--- config.mk ---
export PLATFORM = sky130hd
export DESIGN_NAME = mem_lsu
export DESIGN_NICKNAME = d
export VERILOG_FILES = /design/src/rtl/lsu_pkg.sv /design/src/rtl/mem_lsu_load_align.sv /design/src/rtl/mem_lsu.sv
export SDC_FILE = /design/constraint.sdc
export NUM_CORES = 1
export LEC_CHECK = 0
export BUFFER_PORTS_ARGS = -buffer_cell sky130_fd_sc_hd__buf_2
export CAP_MARGIN = 10
export CORE_MARGIN = 3
export CORE_UTILIZATION = 35
export CTS_CLUSTER_SIZE = 12
export DETAILED_ROUTE_END_ITERATION = 10
export SYNTH_ARGS = -nofsm -noshare
export SYNTH_HDL_FRONTEND = slang
export SYNTH_HIERARCHICAL = 1
export SYNTH_SLANG_ARGS = --single-unit
--- constraint.sdc ---
create_clock -name clk -period 2.6 [get_ports clk]
set_input_delay 0.26 -clock clk [delete_from_list [all_inputs] [get_ports clk]]
set_output_delay 0.26 -clock clk [all_outputs]
set_load 0.02 [all_outputs]
--- src/rtl/lsu_pkg.sv ---
// Shared load/store encodings, FSM states and access-size helpers for mem_lsu.
package lsu_pkg;

  localparam logic [2:0] F3_B  = 3'b000;
  localparam logic [2:0] F3_H  = 3'b001;
  localparam logic [2:0] F3_W  = 3'b010;
  localparam logic [2:0] F3_D  = 3'b011;
  localparam logic [2:0] F3_BU = 3'b100;
  localparam logic [2:0] F3_HU = 3'b101;
  localparam logic [2:0] F3_WU = 3'b110;

  typedef enum logic [1:0] {
    ST_IDLE = 2'd0,
    ST_REQ  = 2'd1,
    ST_WAIT = 2'd2
  } lsu_state_e;

  typedef enum logic [1:0] {
    SZ_B = 2'd0,
    SZ_H = 2'd1,
    SZ_W = 2'd2,
    SZ_D = 2'd3
  } lsu_size_e;

  function automatic lsu_size_e f3_size(input logic [2:0] f3);
    return lsu_size_e'(f3[1:0]);
  endfunction

  // Stores only use the signed encodings; 64-bit-only accesses are illegal on RV32.
  function automatic logic f3_legal(input logic is_store, input logic [2:0] f3,
                                    input logic xlen64);
    if (is_store)
      return (f3[2] == 1'b0) && (xlen64 || (f3 != F3_D));
    else if (f3 == 3'b111)
      return 1'b0;
    else if (!xlen64 && ((f3 == F3_D) || (f3 == F3_WU)))
      return 1'b0;
    else
      return 1'b1;
  endfunction

endpackage

--- src/rtl/mem_lsu_load_align.sv ---
// Load lane select and sign/zero extension; purely combinational.
module mem_lsu_load_align
  import lsu_pkg::*;
#(
  parameter int XLEN = 32,
  localparam int OFFW = $clog2(XLEN/8)
) (
  input  logic [2:0]      i_funct3,
  input  logic [OFFW-1:0] i_offset,
  input  logic [XLEN-1:0] i_rdata,
  output logic [XLEN-1:0] o_data
);

  logic [XLEN-1:0] w_shifted;

  assign w_shifted = i_rdata >> {i_offset, 3'b000};

  // funct3[2] selects the unsigned variant
  always_comb begin
    o_data = w_shifted;
    case (f3_size(i_funct3))
      SZ_B: o_data = i_funct3[2] ? XLEN'(w_shifted[7:0])
                                 : XLEN'($signed(w_shifted[7:0]));
      SZ_H: o_data = i_funct3[2] ? XLEN'(w_shifted[15:0])
                                 : XLEN'($signed(w_shifted[15:0]));
      SZ_W: o_data = i_funct3[2] ? XLEN'(w_shifted[31:0])
                                 : XLEN'($signed(w_shifted[31:0]));
      default: o_data = w_shifted;
    endcase
  end

endmodule

--- src/rtl/mem_lsu.sv ---
// Single-outstanding load/store unit: IDLE->REQ->(WAIT)->IDLE, done 2 cycles (store) / 3 cycles (load) after accept.
// Optional MEM_LSU_MISALIGN_TRAP_EN rejects unaligned half/word/dword accesses instead of aligning them down.
module mem_lsu
  import lsu_pkg::*;
#(
  parameter int XLEN   = 32,
  parameter int ADDR_W = 32
) (
  input  logic              clk,
  input  logic              rstn,
  input  logic              valid_i,
  output logic              ready_o,
  input  logic              is_store_i,
  input  logic [2:0]        funct3_i,
  input  logic [ADDR_W-1:0] addr_i,
  input  logic [XLEN-1:0]   wdata_i,
  input  logic [4:0]        rd_addr_i,
  input  logic              flush_i,
  output logic              req_o,
  input  logic              gnt_i,
  output logic              we_o,
  output logic [XLEN/8-1:0] be_o,
  output logic [ADDR_W-1:0] addr_o,
  output logic [XLEN-1:0]   wdata_o,
  input  logic              rvalid_i,
  input  logic [XLEN-1:0]   rdata_i,
  output logic              done_o,
  output logic              wb_wen_o,
  output logic [4:0]        rd_addr_o,
  output logic [XLEN-1:0]   rd_data_o,
  output logic              misalign_o
);

  localparam int NB   = XLEN/8;
  localparam int OFFW = $clog2(NB);

  lsu_state_e        r_state, w_state_nxt;
  logic              r_is_store;
  logic [2:0]        r_funct3;
  logic [OFFW-1:0]   r_offset;
  logic [ADDR_W-1:0] r_addr;
  logic [NB-1:0]     r_be;
  logic [XLEN-1:0]   r_wdata;
  logic [4:0]        r_op_rd;
  logic              r_flushed;
  logic              r_done;
  logic              r_wb_wen;
  logic [4:0]        r_rd_addr;
  logic [XLEN-1:0]   r_rd_data;

  lsu_size_e         w_size;
  logic [OFFW-1:0]   w_size_mask;
  logic [OFFW-1:0]   w_offset;
  logic [NB-1:0]     w_lane_mask;
  logic [NB-1:0]     w_be;
  logic [XLEN-1:0]   w_wdata;
  logic [ADDR_W-1:0] w_addr_al;
  logic              w_legal;
  logic [XLEN-1:0]   w_ld_data;
  logic [4:0]        w_rd_sel;
  logic              w_accept;
  logic              w_done_nxt;
  logic              w_wen_nxt;
  logic              w_res_load;
  logic              w_res_zero;
  logic              w_flushed_nxt;

`ifdef MEM_LSU_MISALIGN_TRAP_EN
  logic              w_misalign;
  logic              w_mis_nxt;
  logic              r_misalign;
  assign w_misalign = |(addr_i[OFFW-1:0] & w_size_mask);
`endif

  // ---------------- accept-time decode ----------------
  assign w_size  = f3_size(funct3_i);
  assign w_legal = f3_legal(is_store_i, funct3_i, XLEN == 64);

  always_comb begin
    w_size_mask = '0;
    w_lane_mask = '1;
    w_wdata     = wdata_i;
    case (w_size)
      SZ_B: begin
        w_size_mask = OFFW'(3'd0);
        w_lane_mask = NB'(8'h01);
        w_wdata     = {NB{wdata_i[7:0]}};
      end
      SZ_H: begin
        w_size_mask = OFFW'(3'd1);
        w_lane_mask = NB'(8'h03);
        w_wdata     = {(NB/2){wdata_i[15:0]}};
      end
      SZ_W: begin
        w_size_mask = OFFW'(3'd3);
        w_lane_mask = NB'(8'h0F);
        w_wdata     = {(NB/4){wdata_i[31:0]}};
      end
      default: begin
        w_size_mask = OFFW'(3'd7);
        w_lane_mask = '1;
        w_wdata     = wdata_i;
      end
    endcase
  end

  // Unaligned low bits are dropped so the access lands on its natural boundary.
  assign w_offset  = addr_i[OFFW-1:0] & ~w_size_mask;
  assign w_be      = w_lane_mask << w_offset;
  assign w_addr_al = {addr_i[ADDR_W-1:OFFW], {OFFW{1'b0}}};
  assign w_rd_sel  = (r_state == ST_IDLE) ? rd_addr_i : r_op_rd;

  mem_lsu_load_align #(.XLEN(XLEN)) u_load_align (
    .i_funct3 (r_funct3),
    .i_offset (r_offset),
    .i_rdata  (rdata_i),
    .o_data   (w_ld_data)
  );

  // ---------------- FSM ----------------
  always_ff @(posedge clk or negedge rstn) begin
    if (!rstn) r_state <= ST_IDLE;
    else       r_state <= w_state_nxt;
  end

  always_comb begin
    w_state_nxt   = r_state;
    w_accept      = 1'b0;
    w_done_nxt    = 1'b0;
    w_wen_nxt     = 1'b0;
    w_res_load    = 1'b0;
    w_res_zero    = 1'b0;
    w_flushed_nxt = r_flushed;
`ifdef MEM_LSU_MISALIGN_TRAP_EN
    w_mis_nxt     = 1'b0;
`endif
    case (r_state)
      ST_IDLE: begin
        // An op presented together with flush is consumed and silently dropped.
        if (valid_i && !flush_i) begin
          w_accept = 1'b1;
          if (!w_legal) begin
            w_done_nxt = 1'b1;
            w_res_zero = 1'b1;
`ifdef MEM_LSU_MISALIGN_TRAP_EN
          end else if (w_misalign) begin
            w_done_nxt = 1'b1;
            w_mis_nxt  = 1'b1;
            w_res_zero = 1'b1;
`endif
          end else begin
            w_state_nxt   = ST_REQ;
            w_flushed_nxt = 1'b0;
          end
        end
      end
      ST_REQ: begin
        if (gnt_i) begin
          if (r_is_store) begin
            w_state_nxt = ST_IDLE;
            w_done_nxt  = !flush_i;
          end else begin
            w_state_nxt   = ST_WAIT;
            w_flushed_nxt = flush_i;
          end
        end else if (flush_i) begin
          w_state_nxt = ST_IDLE;
        end
      end
      ST_WAIT: begin
        // A granted load must still drain its response even when killed.
        if (flush_i) w_flushed_nxt = 1'b1;
        if (rvalid_i) begin
          w_state_nxt = ST_IDLE;
          if (!r_flushed && !flush_i) begin
            w_done_nxt = 1'b1;
            w_wen_nxt  = 1'b1;
            w_res_load = 1'b1;
          end
        end
      end
      default: w_state_nxt = ST_IDLE;
    endcase
  end

  // ---------------- datapath registers ----------------
  always_ff @(posedge clk or negedge rstn) begin
    if (!rstn) begin
      r_is_store <= 1'b0;
      r_funct3   <= '0;
      r_offset   <= '0;
      r_addr     <= '0;
      r_be       <= '0;
      r_wdata    <= '0;
      r_op_rd    <= '0;
      r_flushed  <= 1'b0;
      r_done     <= 1'b0;
      r_wb_wen   <= 1'b0;
      r_rd_addr  <= '0;
      r_rd_data  <= '0;
    end else begin
      r_flushed <= w_flushed_nxt;
      r_done    <= w_done_nxt;
      r_wb_wen  <= w_wen_nxt;
      if (w_accept) begin
        r_is_store <= is_store_i;
        r_funct3   <= funct3_i;
        r_offset   <= w_offset;
        r_addr     <= w_addr_al;
        r_be       <= w_be;
        r_wdata    <= w_wdata;
        r_op_rd    <= rd_addr_i;
      end
      if (w_done_nxt) r_rd_addr <= w_rd_sel;
      if (w_res_load)      r_rd_data <= w_ld_data;
      else if (w_res_zero) r_rd_data <= '0;
    end
  end

`ifdef MEM_LSU_MISALIGN_TRAP_EN
  always_ff @(posedge clk or negedge rstn) begin
    if (!rstn) r_misalign <= 1'b0;
    else       r_misalign <= w_mis_nxt;
  end
  assign misalign_o = r_misalign;
`else
  assign misalign_o = 1'b0;
`endif

  // ---------------- outputs ----------------
  assign ready_o   = (r_state == ST_IDLE);
  assign req_o     = (r_state == ST_REQ);
  assign we_o      = req_o && r_is_store;
  assign be_o      = req_o ? r_be    : '0;
  assign addr_o    = req_o ? r_addr  : '0;
  assign wdata_o   = req_o ? r_wdata : '0;
  assign done_o    = r_done;
  assign wb_wen_o  = r_wb_wen;
  assign rd_addr_o = r_rd_addr;
  assign rd_data_o = r_rd_data;

endmodule

==> reports/metrics.cfg, run 1 <==
[clock_network]
clkSinkCount=119
cts_max_path_buffers=2
clkLatencyLatePin_ns=0.42
cts_root_buf=clkbuf_16
post-cts-setup-buffers=0
cts_tree=yes
clk_pin_slew_worst_paths_ns=0.06
htree_levels=4
numCtsBuffers=17

[place]
gp_congestion=0.8938
place_area_sq_mm=0.007436
dp_slack_ns=0.6886
dp_hpwl_microns=12940
numPortBuffers=218

[routing]
drcViolationCount=0
viasPerCell=4.884
vias=5304
antenna_left=0
wl_per_cell_microns=16.78
drtIter0Drc=354
dr.pass1.iters=6
routed_wl_microns=18220

[worst_setup_path]
r2r_end=r_wdata[12]$_DFFE_PN0P_
rrSetupSlack_ns=0.69
cp-end-kind=output pin
crit_type=reg -> out
required_ns=2.34
crit_fanout=27
ff2ff_path_depth=7
cp.arrival_ns=1.93
r2r_start=r_state[0]$_DFFE_PN0P_
start_kind=flip-flop

[floorplan]
die_area_sq_mm=0.01916
die_x_microns=138.4
die_h_microns=138.4
start_util_pct=36.36
core-area_sq_mm=0.01688
io_pins=222
rows=47

[timing]
finalSetupTns_ns=0
rsz0062_at_grt=false
setup_ws_ns=0.4075
min_period_ns=2.192
hold_viol_final=0
fin_crit_sh_pct=84.33
worstMarginPinSlew_ns=0.6468
fmax_mhz=456.1
slew_viol_final=0
slew_headroom_pct=56.84
finalSetupViolations=0
fin_skew_ns=0.01277

[synth]
async_reset_ff_share_pct=100.0
ys_types=42
ys_seq_area_share_pct=48.53
synth_top_area_cell=dfrtp_1
synth_edf_count=0
synthTopCellsByCount=nand2_1 (176), dfrtp_1 (119), and2_1 (67)
yosysMostFrequentCell=nand2_1
synth_top_area_share_pct=48.53
synth_ff_type=dfrtp_1
synth_area_leaders=dfrtp_1 (49%), nand2_1 (11%), and2_1 (6.8%)
postSynthAreaPerCell_sq_um=9.411
syn_inst=652
ys_warn_count=6
synth_area_sq_mm=0.006136
synth_seq_cells=119

[global_routing]
gr-total-overflow=0
top_usage_layer=met2
grt_use_met3_pct=5.663
grt_use_met1_pct=25.49
grt_pass1_vias=5371
grtUsageMet2_pct=29.52
grt_pass1_wl_microns=29580
antenna_found_initial=0
grt_start_max_net_pins=52
grt.total_usage_pct=18.94

[run_status]
status=complete, no violations

[power]
ir_drop_v=0.0006434
powerDensity_mw_per_mm2=1282
p_leak_nw=4.254

[min_path]
min_from=addr_i[6]
holdPathStages=3
min_to=r_addr[6]$_DFFE_PN0P_
hold_path_class=in -> reg

[job]
drv_cap=0

[final_layout]
layout.nets=970
drive_gt1_share_pct=33.60
fillers=1704
final_area_sq_mm=0.008023
antenna_cells=0
syn_to_final_growth_pct=30.75

cells in the final DEF, fill, tap and decap left out, types with 3 or more instances in the layout:
| cell | count |
|---|---|
| buf_2 | 217 |
| nand2_1 | 176 |
| dfrtp_1 | 119 |
| and2_1 | 67 |
| mux2i_1 | 41 |
| a21oi_1 | 34 |
| a22o_1 | 33 |
| o21ai_0 | 28 |
| clkbuf_16 | 17 |
| buf_4 | 13 |
| nor2_1 | 11 |
| or2_2 | 10 |
| nor2b_1 | 10 |
| mux2_2 | 8 |
| o2bb2ai_1 | 8 |
| o22ai_1 | 8 |
| a211oi_1 | 7 |
| inv_1 | 5 |
| mux2_1 | 5 |
| clkinv_2 | 5 |
| nand2b_1 | 3 |
| ha_1 | 3 |
| conb_1 | 3 |
| bufinv_16 | 3 |
where the power goes:
part	internal (mW)	switching (mW)
Sequential	2.70	0.464
Combinational	1.84	2.93
Clock	1.51	0.839
cell type report:
cell class              instances  area, sq um  area share, %
well taps                     220        275.3          3.431
clock buffers                  20        446.7          5.568
repair buffers                233         1234          15.38
flip-flops and latches        119         2978          37.12
inverters                       5        18.77         0.2339
multi-input cells             479         2940          36.65
clock inverters                10        130.1          1.622
worst max path at each step:
| stage | end | depth (start not counted) | start | slack, ns |
|---|---|---|---|---|
| 2_1_floorplan | rd_addr_o[0]$_DFFE_PN0P_ | 8 | r_state[0]$_DFFE_PN0P_ | 0.52 |
| 3_3_place_gp | rd_addr_o[1]$_DFFE_PN0P_ | 6 | r_state[0]$_DFFE_PN0P_ | 0.76 |
| 3_5_place_dp | r_wdata[12]$_DFFE_PN0P_ | 7 | r_state[0]$_DFFE_PN0P_ | 0.69 |
| 4_1_cts | be_o[3] | 5 | r_state[1]$_DFFE_PN0P_ | 0.39 |
| 5_1_grt | be_o[3] | 5 | r_state[1]$_DFFE_PN0P_ | 0.24 |
| 6_report | be_o[3] | 5 | r_state[1]$_DFFE_PN0P_ | 0.41 |
worst max-delay path, cell delays in order (launching register included):
cell,delay [ns]
dfrtp_1,0.41
inv_1,0.10
ha_2,0.31
buf_4,0.30
and2_1,0.21
buf_2,0.18
sequential cells by signal (all words and copies together) (netlist names), 2 cells and up:
signal / flops
r_be: 4
r_state: 2
rd_data_o: 32
rd_addr_o: 5
r_offset: 2
r_wdata: 32
r_op_rd: 5
r_funct3: 3
r_addr: 30
what timing repair did:
action / CTS / global route
hold buffers: 1 / 0
hold endpoints to repair: 32 / 0
resized for setup: 0 / 0
per-stage QoR:
stage	hold WS [ns]	utilization, %	cells	total power [mW]
CTS	0.009892	47.54	1086	10.39
floorplan	-0.03559	-	654	6.454
finish	0.02567	47.54	1086	10.28
global route	0.02726	47.54	1086	10.99
global placement	0.2603	44.06	1055	7.955
detailed placement	0.2658	44.06	1055	7.995
cells by family after synthesis:
| logic type | Yosys count | share of synthesized area (%) |
|---|---|---|
| buffers and inverters | 56 | 4.180 |
| other | 1 | 0.06112 |
| muxes | 56 | 9.564 |
| DFF | 119 | 48.53 |
| and+or+nand+nor | 287 | 21.82 |
| xor gates and xnor gates | 1 | 0.1428 |
| AOI/OAI and AO/OA | 128 | 14.89 |
| adders and majority gates | 4 | 0.8157 |
metal layers:
layer,part of all wire [%],vias up
li1,-,2606
met1,46,2493
met2,45,178
met3,7.1,27
met4,1.7,0
met5,0,-
Power figures use the tool's default switching activity.
==> inputs of run 2 (changes only) <==
==> constraint.sdc (replaced) <==
create_clock -name clk -period 2 [get_ports clk]
set_input_delay 0.2 -clock clk [delete_from_list [all_inputs] [get_ports clk]]
set_output_delay 0.2 -clock clk [all_outputs]
set_load 0.02 [all_outputs]
==> run 2 against run 1 <==
- combinational power increased by 35%
- first-iteration DRC count is 15% lower
- count of clock-buffer cells in the layout grew 3
- clock power increased by 22%
- clock skew fell by 0.0042 ns
- sequential share of layout area down 2.0 points
- hold slack improved by 0.016 ns
- via count is 2.6% higher
- sequential power is 30% higher
- final cell count is 3.7% higher
- highest routed layer unchanged
==> reports/metrics.cfg, run 2 (same netlist as run 1, synthesis figures left out) <==
[timing]
finalSetupViolations=0  ; unchanged
finalSetupTns_ns=0  ; unchanged
fin_skew_ns=0.008606  ; was 0.01277 ns
slew_viol_final=0  ; unchanged
setup_ws_ns=0.1241  ; was 0.4075 ns
rsz0062_at_grt=false  ; unchanged
min_period_ns=1.876
hold_viol_final=0  ; unchanged
fin_crit_sh_pct=93.79
hold_ws_ns=0.04158  ; was 0.02567 ns
worstMarginPinSlew_ns=0.5479  ; was 0.6468 ns
slew_headroom_pct=63.47  ; was 56.84%
fmax_mhz=533.1

[place]
numPortBuffers=218  ; unchanged
place_inst=1060  ; was 1,055
dp_slack_ns=0.1001  ; was 0.6886 ns
gp_congestion=0.8269  ; was 0.8938
dp_hpwl_microns=13050  ; was 12,940 microns

[routing]
antenna_left=0  ; unchanged
dr.pass1.iters=5  ; was 6
viasPerCell=4.832  ; was 4.884
vias=5441  ; was 5,304
wl_per_cell_microns=16.56  ; was 16.78 microns
drtIter0Drc=300  ; was 354
drcViolationCount=0  ; unchanged
routed_wl_microns=18640  ; was 18,220 microns

[floorplan]
core-area_sq_mm=0.01688  ; unchanged
start_util_pct=36.36  ; unchanged
die_x_microns=138.4  ; unchanged
die_area_sq_mm=0.01916  ; unchanged
io_pins=222  ; unchanged
rows=47  ; unchanged
die_h_microns=138.4  ; unchanged

[global_routing]
antenna_found_initial=2  ; was 0
grt_pass1_vias=5394  ; was 5,371
gr-total-overflow=0  ; unchanged
grt.total_usage_pct=19.04  ; was 18.94%
grt_pass1_wl_microns=29560  ; was 29,580 microns
grt_start_max_net_pins=52  ; unchanged

[run_status]
status=complete, no violations  ; unchanged

[clock_network]
clkSinkCount=119  ; unchanged
cts_max_path_buffers=2  ; unchanged
numCtsBuffers=17  ; unchanged
clk_pin_slew_worst_paths_ns=0.05  ; was 0.06 ns
clkLatencyLatePin_ns=0.41  ; was 0.42 ns
cts_root_buf=clkbuf_16  ; unchanged
htree_levels=4  ; unchanged
cts_tree=yes  ; unchanged

[job]
drv_cap=0  ; unchanged

[final_layout]
drive_gt1_share_pct=32.41  ; was 33.60%
final_cell_mix=buf_2 (217), nand2_1 (176), dfrtp_1 (119)  ; unchanged
fin_util_pct=50.20  ; was 47.54%
syn_to_final_growth_pct=38.09  ; was 30.75%
instances_no_fill=1126  ; was 1,086
final_common_cell=buf_2  ; unchanged
layout.nets=1010  ; was 970

[worst_setup_path]
crit_fanout=6  ; was 27
cp-end-kind=flip-flop  ; was output pin
start_kind=flip-flop  ; unchanged
crit_type=reg -> reg  ; was reg -> out
required_ns=2.29  ; was 2.34 ns
cp.arrival_ns=2.16  ; was 1.93 ns

[min_path]
hold_path_class=in -> reg  ; unchanged

[power]
ir_drop_v=0.0007608  ; was 0.0006434 V
powerDensity_mw_per_mm2=1586  ; was 1282 mW/mm^2
p_leak_nw=4.438  ; was 4.254 nW

[run 2: cell count changes in the layout (fill, tap and decap cells not counted)]
| cell | delta |
|---|---|
| dlygate4sd3_1 | +35 |
| ha_4 | +1 |
| ha_1 | -1 |
| buf_12 | +6 |
| bufinv_16 | -1 |
| clkinvlp_4 | -2 |
| clkinv_2 | -2 |
| diode_2 | +2 |
| buf_4 | -2 |
| clkbuf_8 | +1 |
| clkbuf_1 | +2 |
| buf_6 | +1 |
[run 2: layout make-up]
| type | instances | area, sq um |
|---|---|---|
| inverters | 5 | 18.77 |
| well taps | 220 | 275.3 |
| clock buffers | 23 | 467.9 |
| multi-input cells | 479 | 2953 |
| clock inverters | 5 | 75.07 |
| repair buffers | 273 | 1700 |
| flip-flops and latches | 119 | 2978 |
| fillers | 1602 | 8404 |
| diodes | 2 | 5.005 |
[run 2: power by group]
group          internal [mW]  switching [mW]  total, mW
Clock                   1.86            1.01       2.87
Combinational           2.60            3.85       6.44
Sequential              3.51           0.608       4.12
Total                   7.97            5.47       13.4
[run 2: worst paths after layout]
check	slack, ns	cells after the start	start	end
worst max register to register	0.12	6	r_state[0]$_DFFE_PN0P_	rd_addr_o[4]$_DFFE_PN0P_
worst max-delay path	0.12	6	r_state[0]$_DFFE_PN0P_	rd_addr_o[4]$_DFFE_PN0P_
worst min register to register	0.46	2	r_addr[22]$_DFFE_PN0P_	r_addr[22]$_DFFE_PN0P_
min in group asynchronous	0.33	2	rstn	rd_data_o[9]$_DFFE_PN0P_
worst min-delay path	0.04	3	wdata_i[0]	r_wdata[0]$_DFFE_PN0P_
max in group asynchronous	1.08	3	rstn	r_wdata[23]$_DFFE_PN0P_
[run 2: stage by stage]
stage,total power [mW],instance area (sq um)
6_report,13.44,8473
5_1_grt,14.34,8473
4_1_cts,13.47,8433
3_5_place_dp,10.46,7526
3_3_place_gp,10.40,7526
2_1_floorplan,8.404,6148
[run 2: worst max-delay path, cell delays in order, from the launching register on]
cell     delay (ns)
dfrtp_1        0.42
inv_1          0.12
ha_2           0.26
and3b_2        0.25
a31oi_4        0.11
a21oi_4        0.24
mux2_1         0.36
[run 2: routing by layer]
metal	vias to the layer above	global-route usage [%]	share of wire, %
met5	-	0	0
met4	0	5.616	1.6
met3	24	5.905	6.8
met2	183	30.24	48
met1	2553	25.16	44
li1	2681	-	-
[run 2: repair_timing]
action | in CTS | in global routing
setup buffers | 0 | 0
gates resized for setup | 1 | 7
hold buffers | 36 | 0
endpoints found under the setup margin | 38 | 68
endpoints found under the hold margin | 69 | 0
